[src/rtl/sparse_mac_pkg.sv]
// Shared types and default widths for the sparse dot-product accumulator.
package sparse_mac_pkg;

  typedef enum logic [1:0] {
    StIdle,
    StRun,
    StDrain,
    StDone
  } state_e;

  localparam int unsigned DefSize  = 8;
  localparam int unsigned DefDataW = 8;
  localparam int unsigned DefAccW  = 20;

endpackage

[src/rtl/sparse_mac_accum_prefix_popcount.sv]
// Counts the set bits of a bitmap strictly below a given bit position.
module prefix_popcount #(
  parameter int unsigned SIZE = 8
) (
  input  logic [SIZE-1:0]         bitmap_i,
  input  logic [$clog2(SIZE)-1:0] index_i,
  output logic [$clog2(SIZE)-1:0] count_o
);

  localparam int unsigned IdxW = $clog2(SIZE);

  always_comb begin
    count_o = '0;
    for (int unsigned i = 0; i < SIZE; i++) begin
      if (i < 32'(index_i)) begin
        count_o = count_o + IdxW'(bitmap_i[i]);
      end
    end
  end

endmodule

[src/rtl/sparse_mac_accum.sv]
// Sparse dot-product MAC fed by a priority-encoder match stream.
// Define SPARSE_MAC_SAT_EN to clamp each accumulate instead of wrapping.
module sparse_mac_accum
  import sparse_mac_pkg::*;
#(
  parameter int unsigned SIZE   = DefSize,
  parameter int unsigned DATA_W = DefDataW,
  parameter int unsigned ACC_W  = DefAccW
) (
  input  logic                     clk_i,
  input  logic                     rst_i,
  input  logic                     load_i,
  input  logic [SIZE-1:0]          bmap1_i,
  input  logic [SIZE-1:0]          bmap2_i,
  input  logic [SIZE*DATA_W-1:0]   data1_i,
  input  logic [SIZE*DATA_W-1:0]   data2_i,
  input  logic                     valid_i,
  input  logic [$clog2(SIZE)-1:0]  match_addr_i,
  input  logic                     last_i,
  output logic                     ready_o,
  output logic                     result_valid_o,
  output logic [ACC_W-1:0]         result_o,
  output logic                     err_o
);

  localparam int unsigned IdxW  = $clog2(SIZE);
  localparam int unsigned ProdW = 2 * DATA_W;

  state_e                   state_q, state_d;
  logic [SIZE-1:0]          bmap1_q, bmap1_d, bmap2_q, bmap2_d;
  logic [SIZE*DATA_W-1:0]   data1_q, data1_d, data2_q, data2_d;
  logic signed [ProdW-1:0]  prod_q, prod_d;
  logic                     prod_vld_q, prod_vld_d;
  logic [ACC_W-1:0]         acc_q, acc_d;
  logic [ACC_W-1:0]         result_q, result_d;
  logic                     result_valid_q, result_valid_d;
  logic                     err_q, err_d;

  logic [IdxW-1:0]          cnt1, cnt2;
  logic signed [DATA_W-1:0] op_a, op_b;
  logic signed [ProdW-1:0]  product;
  logic                     beat_legal;
  logic [ACC_W:0]           sum;
  logic [ACC_W-1:0]         acc_next;

  prefix_popcount #(.SIZE(SIZE)) u_pop1 (
    .bitmap_i (bmap1_q),
    .index_i  (match_addr_i),
    .count_o  (cnt1)
  );

  prefix_popcount #(.SIZE(SIZE)) u_pop2 (
    .bitmap_i (bmap2_q),
    .index_i  (match_addr_i),
    .count_o  (cnt2)
  );

  assign op_a       = data1_q[32'(cnt1) * DATA_W +: DATA_W];
  assign op_b       = data2_q[32'(cnt2) * DATA_W +: DATA_W];
  assign product    = op_a * op_b;
  assign beat_legal = bmap1_q[match_addr_i] & bmap2_q[match_addr_i];

  // One extra bit exposes signed overflow: it shows as a mismatch of the top two bits.
  assign sum = {acc_q[ACC_W-1], acc_q} +
               {{(ACC_W + 1 - ProdW){prod_q[ProdW-1]}}, prod_q};

`ifdef SPARSE_MAC_SAT_EN
  always_comb begin
    acc_next = sum[ACC_W-1:0];
    if (sum[ACC_W] != sum[ACC_W-1]) begin
      acc_next = sum[ACC_W] ? {1'b1, {(ACC_W-1){1'b0}}} : {1'b0, {(ACC_W-1){1'b1}}};
    end
  end
`else
  assign acc_next = sum[ACC_W-1:0];
`endif

  always_comb begin
    state_d        = state_q;
    bmap1_d        = bmap1_q;
    bmap2_d        = bmap2_q;
    data1_d        = data1_q;
    data2_d        = data2_q;
    prod_d         = prod_q;
    prod_vld_d     = 1'b0;
    acc_d          = prod_vld_q ? acc_next : acc_q;
    result_d       = result_q;
    result_valid_d = 1'b0;
    err_d          = err_q;

    unique case (state_q)
      StIdle: begin
        if (load_i) begin
          bmap1_d = bmap1_i;
          bmap2_d = bmap2_i;
          data1_d = data1_i;
          data2_d = data2_i;
          acc_d   = '0;
          err_d   = 1'b0;
          state_d = ((bmap1_i & bmap2_i) == '0) ? StDone : StRun;
        end
      end
      StRun: begin
        if (valid_i) begin
          if (beat_legal) begin
            prod_d     = product;
            prod_vld_d = 1'b1;
          end else begin
            err_d = 1'b1;
          end
          if (last_i) begin
            state_d = StDrain;
          end
        end
      end
      StDrain: begin
        state_d = StDone;
      end
      StDone: begin
        result_valid_d = 1'b1;
        result_d       = acc_q;
        state_d        = StIdle;
      end
      default: begin
        state_d = StIdle;
      end
    endcase
  end

  always_ff @(posedge clk_i or posedge rst_i) begin
    if (rst_i) begin
      state_q        <= StIdle;
      bmap1_q        <= '0;
      bmap2_q        <= '0;
      data1_q        <= '0;
      data2_q        <= '0;
      prod_q         <= '0;
      prod_vld_q     <= 1'b0;
      acc_q          <= '0;
      result_q       <= '0;
      result_valid_q <= 1'b0;
      err_q          <= 1'b0;
    end else begin
      state_q        <= state_d;
      bmap1_q        <= bmap1_d;
      bmap2_q        <= bmap2_d;
      data1_q        <= data1_d;
      data2_q        <= data2_d;
      prod_q         <= prod_d;
      prod_vld_q     <= prod_vld_d;
      acc_q          <= acc_d;
      result_q       <= result_d;
      result_valid_q <= result_valid_d;
      err_q          <= err_d;
    end
  end

  assign ready_o        = (state_q == StIdle);
  assign result_valid_o = result_valid_q;
  assign result_o       = result_q;
  assign err_o          = err_q;

endmodule

[config.mk]
export PLATFORM = sky130hd
export DESIGN_NAME = sparse_mac_accum
export DESIGN_NICKNAME = d
export VERILOG_FILES = /design/src/rtl/sparse_mac_pkg.sv /design/src/rtl/sparse_mac_accum_prefix_popcount.sv /design/src/rtl/sparse_mac_accum.sv
export SDC_FILE = /design/constraint.sdc
export NUM_CORES = 1
export LEC_CHECK = 0
export CAP_MARGIN = 20
export CORE_MARGIN = 10
export CORE_UTILIZATION = 61
export DETAILED_ROUTE_END_ITERATION = 10
export PLACE_DENSITY_LB_ADDON = 0.05
export SETUP_SLACK_MARGIN = 0.02
export SYNTH_ARGS = -nofsm -noshare
export SYNTH_HDL_FRONTEND = slang
export SYNTH_SLANG_ARGS = --single-unit
[constraint.sdc]
create_clock -name clk_i -period 19.1 [get_ports clk_i]
set_input_delay 2.865 -clock clk_i [delete_from_list [all_inputs] [get_ports clk_i]]
set_output_delay 2.865 -clock clk_i [all_outputs]
set_load 0.05 [all_outputs]
# After elaboration in Yosys (flattened, before gate mapping)
# Index checks and enable logic that the tools add are counted.
[classes] addsub=13 n_mul=1 magnitude_cmp=8 eq_ne=7 shifts=2 mux=34 bitwise=2 reduce_logical=7
[op_table] operator="64-bit by 7-bit indexed part select with 8-bit output" count=2
[op_table] operator="20-bit 2-to-1 mux" count=3
[op_table] operator="3-bit 2-to-1 mux" count=12
[op_table] operator="3-bit by 1-bit adder with 3-bit output" count=10
[op_table] operator="20-bit by 16-bit adder with 20-bit output" count=1
[op_table] operator="8-bit by 8-bit multiplier with 16-bit output" count=1
[op_table] operator="1-bit 2-to-1 mux" count=11
[op_table] operator="3-bit less-than comparator, first input constant" count=3
[op_table] operator="8-bit AND" count=1
[op_table] operator="8-bit zero test" count=1
[op_table] operator="2-bit 2-to-1 mux" count=4
[op_table] operator="2-bit inequality test, second input constant" count=4
[op_table] operator="2-bit one-hot mux with 4 select lines" count=1
[op_table] operator="1-bit binary-select mux with 3-bit select" count=2
[op_table] operator="1-bit by 3-bit less-than comparator with 1-bit output, first input constant" count=2
[op_table] operator="2-bit by 3-bit less-than comparator with 1-bit output, first input constant" count=2
[op_table] operator="3-bit AND reduction" count=2
[op_table] operator="1-bit by 1-bit adder with 2-bit output" count=2
[op_table] operator="2-bit == test, second input constant" count=2
[op_table] operator="3-bit by 4-bit less-than comparator with 1-bit output, second input constant" count=1
[op_table] operator="4-bit AND reduction" count=1
[op_table] operator="2-bit by 1-bit == test with 1-bit output, second input constant" count=1
[op_table] operator="2-bit zero test" count=1
[op_table] operator="1-bit one-hot mux with 2 select lines" count=1
[op_table] operator="3 further kinds" count=3
[word_totals] regBits=205 input_bits=152 elab_cells=85

# Depth between registers and ports, before layout
[depth] depth_word=16 ltp_mapped=52

# Hierarchy
# Synthesis repeated with hierarchy kept, for this count alone.
[unflattened] cells_unflattened=1442 hier_area_um2=13450.4
[modules_own_cells] module="sparse_mac_accum" instances=1 cells_each=1294 area_per_inst_um2=12334.3 seq_area_each_um2=5129.9
[modules_own_cells] module="prefix_popcount" instances=2 cells_each=74 area_per_inst_um2=558.0 seq_area_each_um2=0.0

# Least setup slack after synthesis
# OpenSTA, ideal clock, no wires.
[synth_timing] path_kind="in2reg" startpoint="input match_addr_i[2]" endpoint="register prod_q[14]" setup_ps=69 arrival_time_ps=12051 t_required_ps=19031 path_slack_ps=6980 path_stages=45 path_cell_list="buf_1 -> clkbuf_1 -> or2_2 -> nor2_1 -> nor2b_1 -> ha_1 -> o21ai_0 -> o21ai_0 -> ha_1 -> o21ai_0 -> o21ai_0 -> ha_1 -> a21oi_1 -> o21ai_0 -> ha_1 -> o211ai_1 -> o311ai_0 -> ha_1 -> [... 9 more ...] -> buf_1 -> mux2_2 -> nor2b_1 -> fa_1 -> fa_1 -> inv_1 -> fa_1 -> fa_1 -> inv_1 -> ha_1 -> o21ai_0 -> nand2b_1 -> a21o_1 -> a21o_1 -> a21o_1 -> a31o_2 -> or3_1 -> nand3_1"
[synth_via] elab_chain_cells=16
[synth_rtl] element="start, declared" line_no="sparse_mac_accum.sv:18" rtl="input logic [$clog2(SIZE)-1:0] match_addr_i,"
[synth_rtl] element="1-bit by 3-bit less-than comparator with 1-bit output" line_no="sparse_mac_accum_prefix_popcount.sv:15" rtl="if (i < 32'(index_i)) begin"
[synth_rtl] element="1-bit 2-to-1 mux" line_no="sparse_mac_accum_prefix_popcount.sv:15"
[synth_rtl] element="1-bit by 1-bit adder with 2-bit output" line_no="sparse_mac_accum_prefix_popcount.sv:16" rtl="count_o = count_o + IdxW'(bitmap_i[i]);"
[synth_rtl] element="3-bit 2-to-1 mux" line_no="sparse_mac_accum_prefix_popcount.sv:15"
[synth_rtl] element="3-bit by 1-bit adder with 3-bit output" line_no="sparse_mac_accum_prefix_popcount.sv:16"
[synth_rtl] element="3-bit 2-to-1 mux" line_no="sparse_mac_accum_prefix_popcount.sv:15"
[synth_rtl] element="3-bit by 1-bit adder with 3-bit output" line_no="sparse_mac_accum_prefix_popcount.sv:16"
[synth_rtl] element="3-bit 2-to-1 mux" line_no="sparse_mac_accum_prefix_popcount.sv:15"
[synth_rtl] element="3-bit by 1-bit adder with 3-bit output" line_no="sparse_mac_accum_prefix_popcount.sv:16"
[synth_rtl] element="3-bit 2-to-1 mux" line_no="sparse_mac_accum_prefix_popcount.sv:15"
[synth_rtl] element="3-bit by 1-bit adder with 3-bit output" line_no="sparse_mac_accum_prefix_popcount.sv:16"
[synth_rtl] element="3-bit 2-to-1 mux" line_no="sparse_mac_accum_prefix_popcount.sv:15"
[synth_rtl] element="3-bit by 1-bit adder with 3-bit output" line_no="sparse_mac_accum_prefix_popcount.sv:16"
[synth_rtl] element="3-bit 2-to-1 mux" line_no="sparse_mac_accum_prefix_popcount.sv:15"
[synth_rtl] element="64-bit by 7-bit indexed part select with 8-bit output, on equally long branches" line_no="sparse_mac_accum.sv:58, sparse_mac_accum.sv:59"
[synth_rtl] element="8-bit by 8-bit multiplier with 16-bit output" line_no="sparse_mac_accum.sv:60" rtl="assign product = op_a * op_b;"
[synth_rtl] element="end signal, assigned" line_no="sparse_mac_accum.sv:149" rtl="prod_q <= prod_d;"
[synth_rtl] element="end, declared" line_no="sparse_mac_accum.sv:32" rtl="logic signed [ProdW-1:0] prod_q, prod_d;"
# Several ways; a longest one is shown, not always the timed one. The select of a mux whose other input is x is not followed.
# A chain may end at the register's enable or synchronous reset.

# Final worst setup path
[layout_timing] startpoint="input match_addr_i[0]" endpoint="register prod_q[14]"
# Same word-level chain as after synthesis.

==> results.json <==
{
  "syn-cell-area_sq_um": 13560,
  "cp_top_family": "adder cells",
  "synthXorXnorAreaFrac_pct": 2.520,
  "worstPathArrival_ns": 13.72,
  "cpMostUsedCell": "ha_1",
  "fmax_mhz": 75.41,
  "cts.sinks": 205,
  "ys_types": 64,
  "syn-num-nets": 1787,
  "ctsHoldBuffers": 0,
  "synth_top_family_by_area": "simple AND/OR/NAND/NOR gates",
  "path_class": "in -> reg",
  "synth_edf_count": 0,
  "path_clk_slew_ns": 0.06,
  "drive_above_1_share_pct": 6.791,
  "synth_cells": 1505,
  "finalClockSkew_ns": 0.02573,
  "drv_cap": 0,
  "cts_setup_buffers": 0,
  "via_per_inst": 5.559,
  "endpoint_kind": "flop",
  "min_period_over_period_pct": 69.43,
  "wl_per_cell_um": 17.32,
  "post_cts_resize_count": 0,
  "gp_congestion": 0.9333,
  "fin_util_pct": 74.57,
  "synth_fa_ha_area_share_pct": 15.16,
  "synthArstFlopShare_pct": 100.0,
  "die_w_um": 169.1,
  "h-tree-depth": 1,
  "final_nets": 1931,
  "critPathRequiredTime_ns": 19.55,
  "slowest_stage": "a311o_2",
  "dpl.hpwl_mm": 24.57,
  "slew_violations": 0,
  "synth_compound_area_share_pct": 7.689,
  "ys_seq_area_share_pct": 37.84,
  "final_common_cell": "nand2_1",
  "relSlewSlack_pct": 36.40,
  "critPathMaxStageDelay_ns": 0.75,
  "antenna_found_initial": 2,
  "ys_seq_elements": 205,
  "yosys_warnings": 0,
  "grt_max_degree": 127,
  "die_h_um": 169.1,
  "grtUsageTotal_pct": 23.60,
  "hold_viol_final": 0,
  "clk_path_buf_depth": 3,
  "min_period_ns": 13.26,
  "core_sq_um": 21820,
  "cts-root-buf": "clkbuf_16",
  "io_pins": 175,
  "outcome": "finished, final reports clean",
  "worstMarginPinSlew_ns": 0.9541,
  "fill_cells": 1604,
  "drt_pre_antenna_iters": 5,
  "hp-class": "reg -> reg",
  "cts_tree": "built",
  "io_buffers": 174,
  "area_delta_synth_final_pct": 20.06,
  "numCtsBuffers": 23,
  "synthSimpleGateAreaFrac_pct": 20.11,
  "mostFrequentLayoutCells": "nand2_1, dfrtp_1, clkdlybuf4s50_1",
  "grt_pass1_vias": 10950,
  "worst_setup_path_start_kind": "primary input",
  "synth_ff_type": "dfrtp_1",
  "wirelength_mm": 33.68,
  "avgSynthCellArea_sq_um": 9.007,
  "worstPathMaxFanout": 32,
  "clkLatencyLatePin_ns": 0.52,
  "finalSetupViolCount": 0,
  "grt_first_pass_wirelength_mm": 56.35,
  "rows": 54,
  "via_count": 10810,
  "initial_core_util_pct": 62.11,
  "drc": 0,
  "antenna_left": 0,
  "drt-initial-drc-count": 896,
  "critPathBufInv": 6,
  "grt-ovfl-total": 0,
  "rsz0062_at_grt": "no",
  "synthMuxAreaShare_pct": 11.80,
  "dieArea_sq_um": 28580,
  "setup_tns_ns": 0
}
[stage by stage]
stage | cells | setup WS (ns) | hold slack (ns) | instance area [sq um]
2_1_floorplan | 1505 | 6.980 | 0.4379 | 13560
3_3_place_gp | 1902 | 5.661 | 0.4505 | 15440
3_5_place_dp | 1903 | 5.371 | 0.4545 | 15470
4_1_cts | 1943 | 5.898 | 0.4688 | 16240
5_1_grt | 1944 | 5.008 | 0.4861 | 16270
6_report | 1945 | 5.839 | 0.4653 | 16270
[registers in the layout, summed over array words and instances, names as in the netlist]
register        cells
data1_q            64
data2_q            64
acc_q              20
result_o           20
prod_q             16
bmap1_q             8
bmap2_q             8
state_q             2
err_o               1
prod_vld_q          1
result_valid_o      1
[cell type report]
type / instances / area [sq um] / share of cell area (%)
multi-input combinational: 1140 / 7785 / 47.84
sequential: 205 / 5130 / 31.52
timing repair buffer: 187 / 1879 / 11.55
clock buffer: 31 / 665.6 / 4.090
inverter: 92 / 352.8 / 2.168
tap: 280 / 350.3 / 2.153
clock inverter: 9 / 108.9 / 0.6689
antenna: 1 / 2.502 / 0.01538
[cells by family after synthesis]
family	after synthesis
compound gates	159
xor+xnor	39
fa+ha+maj	130
buf+inv	160
flops	205
mux	149
simple gates	663
[tightest hold or removal path: cells and delay by family (launching register included)]
family           cells  cell delay, ns
and+or+nand+nor      2            0.10
DFF                  1            0.33
[synthesized netlist by cell type, drive strengths merged (5+ instances only)]
library cell | number | area share, %
nor2 | 63 | 1.8
nand3 | 21 | 0.78
a211oi | 13 | 0.76
fa | 57 | 8.4
o22ai | 5 | 0.23
or2 | 5 | 0.23
xnor2 | 23 | 1.5
nor2b | 32 | 1.5
inv | 92 | 2.5
o21a | 5 | 0.28
mux2i | 109 | 8.3
clkbuf | 45 | 1.2
o21ai | 51 | 1.9
nand2 | 499 | 14
a21o | 17 | 0.94
and2 | 17 | 0.78
a31oi | 5 | 0.23
buf | 23 | 1.1
ha | 73 | 6.7
a21oi | 29 | 1.1
xor2 | 16 | 1.0
dfrtp | 205 | 38
nand2b | 7 | 0.32
a22oi | 5 | 0.28
mux2 | 38 | 3.2
[metal layers]
metal | vias to the layer above | routed length (um) | global-route usage, %
met5 | - | 13 | 0
met4 | 2 | 604 | 5.103
met3 | 40 | 2439 | 5.025
met2 | 355 | 15840 | 38.11
met1 | 5210 | 14790 | 32.12
li1 | 5206 | - | -
[path summary, 6_finish.rpt]
kind,slack [ns],start,depth (start not counted),to
setup / recovery,5.84,match_addr_i[0],44,prod_q[14]$_DFFE_PP0P_
hold / removal,0.47,data1_q[49]$_DFFE_PP0P_,2,data1_q[49]$_DFFE_PP0P_
setup reg to reg,8.99,bmap2_q[0]$_DFFE_PP0P_,43,prod_q[14]$_DFFE_PP0P_
hold reg to reg,0.47,data1_q[49]$_DFFE_PP0P_,2,data1_q[49]$_DFFE_PP0P_
max in group asynchronous,14.94,rst_i,4,data1_q[8]$_DFFE_PP0P_
min in group asynchronous,2.92,rst_i,2,data2_q[12]$_DFFE_PP0P_
Power is left out: the tool's default activity adds up to more than one toggle a clock period on the data nets, which glitch-free logic cannot reach.
